### src/rtl/register_file_pkg.sv
// rtl/register_file_pkg.sv - shared widths and op encoding for the register file
package register_file_pkg;

    localparam int DEFAULT_DATA_WIDTH = 16;
    localparam int DEFAULT_ADDR_WIDTH = 3;

    // Op is {WrEn, RdEn}; 2'b11 is deliberately a no-op, not a write.
    localparam logic [1:0] OP_NOP   = 2'b00;
    localparam logic [1:0] OP_READ  = 2'b01;
    localparam logic [1:0] OP_WRITE = 2'b10;

endpackage

### src/rtl/register_file.sv
// rtl/register_file.sv - flat register file with registered read port
module register_file
    import register_file_pkg::*;
#(
    parameter int DATA_WIDTH = DEFAULT_DATA_WIDTH,
    parameter int ADDR_WIDTH = DEFAULT_ADDR_WIDTH
) (
    input  logic                  CLK,
    input  logic                  RST,
    input  logic                  WrEn,
    input  logic                  RdEn,
    input  logic [ADDR_WIDTH-1:0] Address,
    input  logic [DATA_WIDTH-1:0] WrData,
    output logic [DATA_WIDTH-1:0] RdData
);

    localparam int DEPTH = 2 ** ADDR_WIDTH;

    logic [DATA_WIDTH-1:0] mem [DEPTH];

    // Reset clears every word as well as the read register, so no stale data survives.
    always_ff @(posedge CLK or negedge RST) begin
        if (!RST) begin
            for (int i = 0; i < DEPTH; i++) begin
                mem[i] <= '0;
            end
            RdData <= '0;
        end else begin
            case ({WrEn, RdEn})
                OP_WRITE: mem[Address] <= WrData;
                OP_READ:  RdData       <= mem[Address];
                default:  ;
            endcase
        end
    end

endmodule

### config.mk
export PLATFORM = sky130hd
export DESIGN_NAME = register_file
export DESIGN_NICKNAME = d
export VERILOG_FILES = /design/src/rtl/register_file_pkg.sv /design/src/rtl/register_file.sv
export SDC_FILE = /design/constraint.sdc
export NUM_CORES = 1
export LEC_CHECK = 0
export BUFFER_PORTS_ARGS = -buffer_cell sky130_fd_sc_hd__buf_2
export CAP_MARGIN = 10
export CORE_MARGIN = 5
export CORE_UTILIZATION = 35
export DETAILED_ROUTE_END_ITERATION = 10
export PLACE_DENSITY = 0.48
export SYNTH_ARGS = -nofsm -noshare
export SYNTH_HDL_FRONTEND = slang
export SYNTH_SLANG_ARGS = --single-unit
### constraint.sdc
create_clock -name CLK -period 1.5 [get_ports CLK]
set_input_delay 0.075 -clock CLK [delete_from_list [all_inputs] [get_ports CLK]]
set_output_delay 0.075 -clock CLK [all_outputs]
set_load 0.005 [all_outputs]
==> impl_metrics.yaml <==
sta:
  slew_viol_final: 0
  fin_setup_tns_ns: 0
  setup_slack_ns: 0.221
  worst_pin_slew_ns: 0.398
  relSlewSlack: 0.735
  period_share: 0.853
  finalHoldViolCount: 0
  finalSetupViolations: 0
  clock.fmax_mhz: 782
  worst_clock_skew_ns: 0.0110
  period_needed_ns: 1.28
  rsz0062_at_grt: "false"
clock_network:
  cts_sinks: 144
  root_buffer: "clkbuf_16"
  clkTransAtPathRegs_ns: 0.06
  tritoncts: "yes"
  cts_resized: 0
  cts_max_level: 4
  cts_inserted_buffers: 17
  clk_latency_ns: 0.42
  post-cts-setup-buffer-count: 0
  clock_path_buffers: 2
logic_synthesis:
  yosys.area.top_type: "dfrtp_1"
  synthTopCellsByArea: "dfrtp_1 56%, mux2_2 25%, a22oi_1 2.7%"
  yosysWarnings: 0
  ys_seq_elements: 144
  syn_area_per_cell_um2: 13.8
  synthDistinctLibCells: 29
  syn_nets: 490
  syn_inst: 467
  ys_seq_area_frac: 0.558
  async_flop_share: 1.00
  yosys_most_used_dff: "dfrtp_1"
  synth_edf_count: 0
  netlist_top_cells_count: "146 x mux2_2, 144 x dfrtp_1, 23 x a22oi_1, 18 x a21oi_1, 16 x o21ai_0"
  synth_most_common_cell: "mux2_2"
  syn-cell-area_um2: 6460
  synth_top_area_frac: 0.558
setup_path:
  crit_start: "mem[42]"
  start_kind: "flop"
  end_kind: "flop"
  worstSetupPathType: "reg -> reg"
  slowest_stage: "dfrtp_1"
  worstPathRequired_ns: 1.80
  cp.arrival_ns: 1.58
  crit_path_max_fanout: 2
  slowest_delay_ns: 0.37
  r2r_start: "mem[42]"
  path_cells: "mux2_2 > a221oi_1 > a21oi_1 > o22a_1"
drt:
  drcViolationCount: 0
  drt_iter0_markers: 168
  drt_pass1_iterations: 4
  wl_per_cell_um: 20.2
  ant_nets: 0
  via_per_inst: 5.28
  drt-total-wl_um: 15800
  vias: 4116
die:
  die-area_um2: 21300
  die_h_um: 146
  core_area_um2: 18100
  io_pins: 39
  start_util: 0.357
  rows: 49
  fp.dieW_um: 146
placed_design:
  dp_cells: 740
  gp_congestion: 0.803
  portBuffers: 38
  placed_area_um2: 7230
  pre_cts_slack_ns: 0.00809
  dp_hpwl_um: 10400
pwr:
  p_per_area_nw_per_um2: 1430
  ir_drop_uv: 736
  p_leak_nw: 3.44
  power.total_mw: 11.3
grt:
  track_usage: 0.157
  antenna_found_initial: 0
  grt_pass1_vias: 4447
  overflow: 0
  grt_pass1_wl_um: 26000
  grt_max_degree: 42
worst_hold_path:
  min_path_type: "in -> reg"
  min-delay-start: "WrData[2]"
flow_run:
  drv_cap: 0
finish:
  layout-drive-gt1-share: 0.484
  area_growth_pct: 22.3
  nets: 560
  layout.cells.non_filler: 779
  multi_input_area_um2: 2670
  diodes: 0
  design_area_um2: 7900
  fillCellCount: 1645
  seq_area_um2: 3600
run_status:
  outcome: "finished, final reports clean"
-- final timing paths --
path | endpoint | slack, ns | cells past startpoint
max | RdData[10] | 0.22 | 4
min | mem[34] | 0.01 | 2
max reg2reg | RdData[10] | 0.22 | 4
min reg2reg | mem[92] | 0.50 | 1
max in group asynchronous | mem[111] | 0.80 | 3
min in group asynchronous | mem[42] | 0.13 | 2
-- critical path: cells and delay by family (launching register included) --
kind            cells  cell delay [ns]
compound gates      3             0.52
flops               1             0.37
mux                 1             0.26
-- per-layer routing --
layer	global-route usage	vias to the layer above	part of all wire
met1	0.223	2146	0.50
met3	0.0349	12	0.033
met5	0	-	0
met4	0.0437	0	0.0093
met2	0.244	67	0.46
li1	-	1891	-
-- cell type report --
| type | count | area share |
|---|---|---|
| Clock buffer | 21 | 0.0583 |
| Timing Repair Buffer | 85 | 0.0939 |
| Multi-Input combinational cell | 289 | 0.338 |
| Clock inverter | 11 | 0.0174 |
| Sequential cell | 144 | 0.456 |
| Tap cell | 229 | 0.0363 |
-- through the flow --
step / hold slack [ns] / utilization
2_1_floorplan: -0.221 / -
3_3_place_gp: 0.0140 / 0.400
3_5_place_dp: 0.0169 / 0.400
4_1_cts: 0.0000782 / 0.437
5_1_grt: 0.00923 / 0.437
6_report: 0.0147 / 0.437
-- power breakdown --
| part | switching (mW) | internal (mW) |
|---|---|---|
| combinational | 0.716 | 1.08 |
| sequential | 0.437 | 4.76 |
| clock | 1.60 | 2.69 |
| total | 2.75 | 8.53 |
-- cells by family (layout without fill, tap and decap cells) --
kind of cell | after synthesis | after routing | synth area share
mux | 161 | 161 | 0.278
flops | 144 | 144 | 0.558
compound gates | 96 | 96 | 0.101
buf+inv | 34 | 117 | 0.0298
simple gates | 32 | 32 | 0.0337
-- layout by cell type, fill, tap and decap left out --
cell type / count
nor2_2: 2
clkbuf_16: 17
nand3b_2: 2
dfrtp_1: 144
dlygate4sd3_1: 7
a21oi_1: 18
buf_4: 26
o211ai_1: 7
nand3b_1: 7
nor2b_2: 2
clkinv_2: 6
a22oi_1: 23
buf_6: 1
nor3b_4: 1
a211oi_1: 1
a31oi_1: 8
nor2_1: 9
bufinv_16: 3
a22o_1: 7
and2_0: 1
clkinv_4: 2
nor3_2: 1
a221oi_1: 8
nand3_2: 1
nor2b_1: 1
mux2i_1: 15
clkbuf_8: 2
nor3b_2: 1
nand2_2: 2
mux2_2: 146
o21ai_0: 16
clkbuf_1: 2
buf_2: 37
o22a_1: 8
buf_12: 14
nand2_1: 2
-- registers in the layout, indices dropped and copies added, names as in the netlist --
register  flops
mem         128
RdData       16
-- timing repair --
action | CTS | global route
setup endpoints to repair | 0 | 0
hold buffers | 7 | 0
endpoints found under the hold margin | 184 | 0
Power figures use the tool's default switching activity.
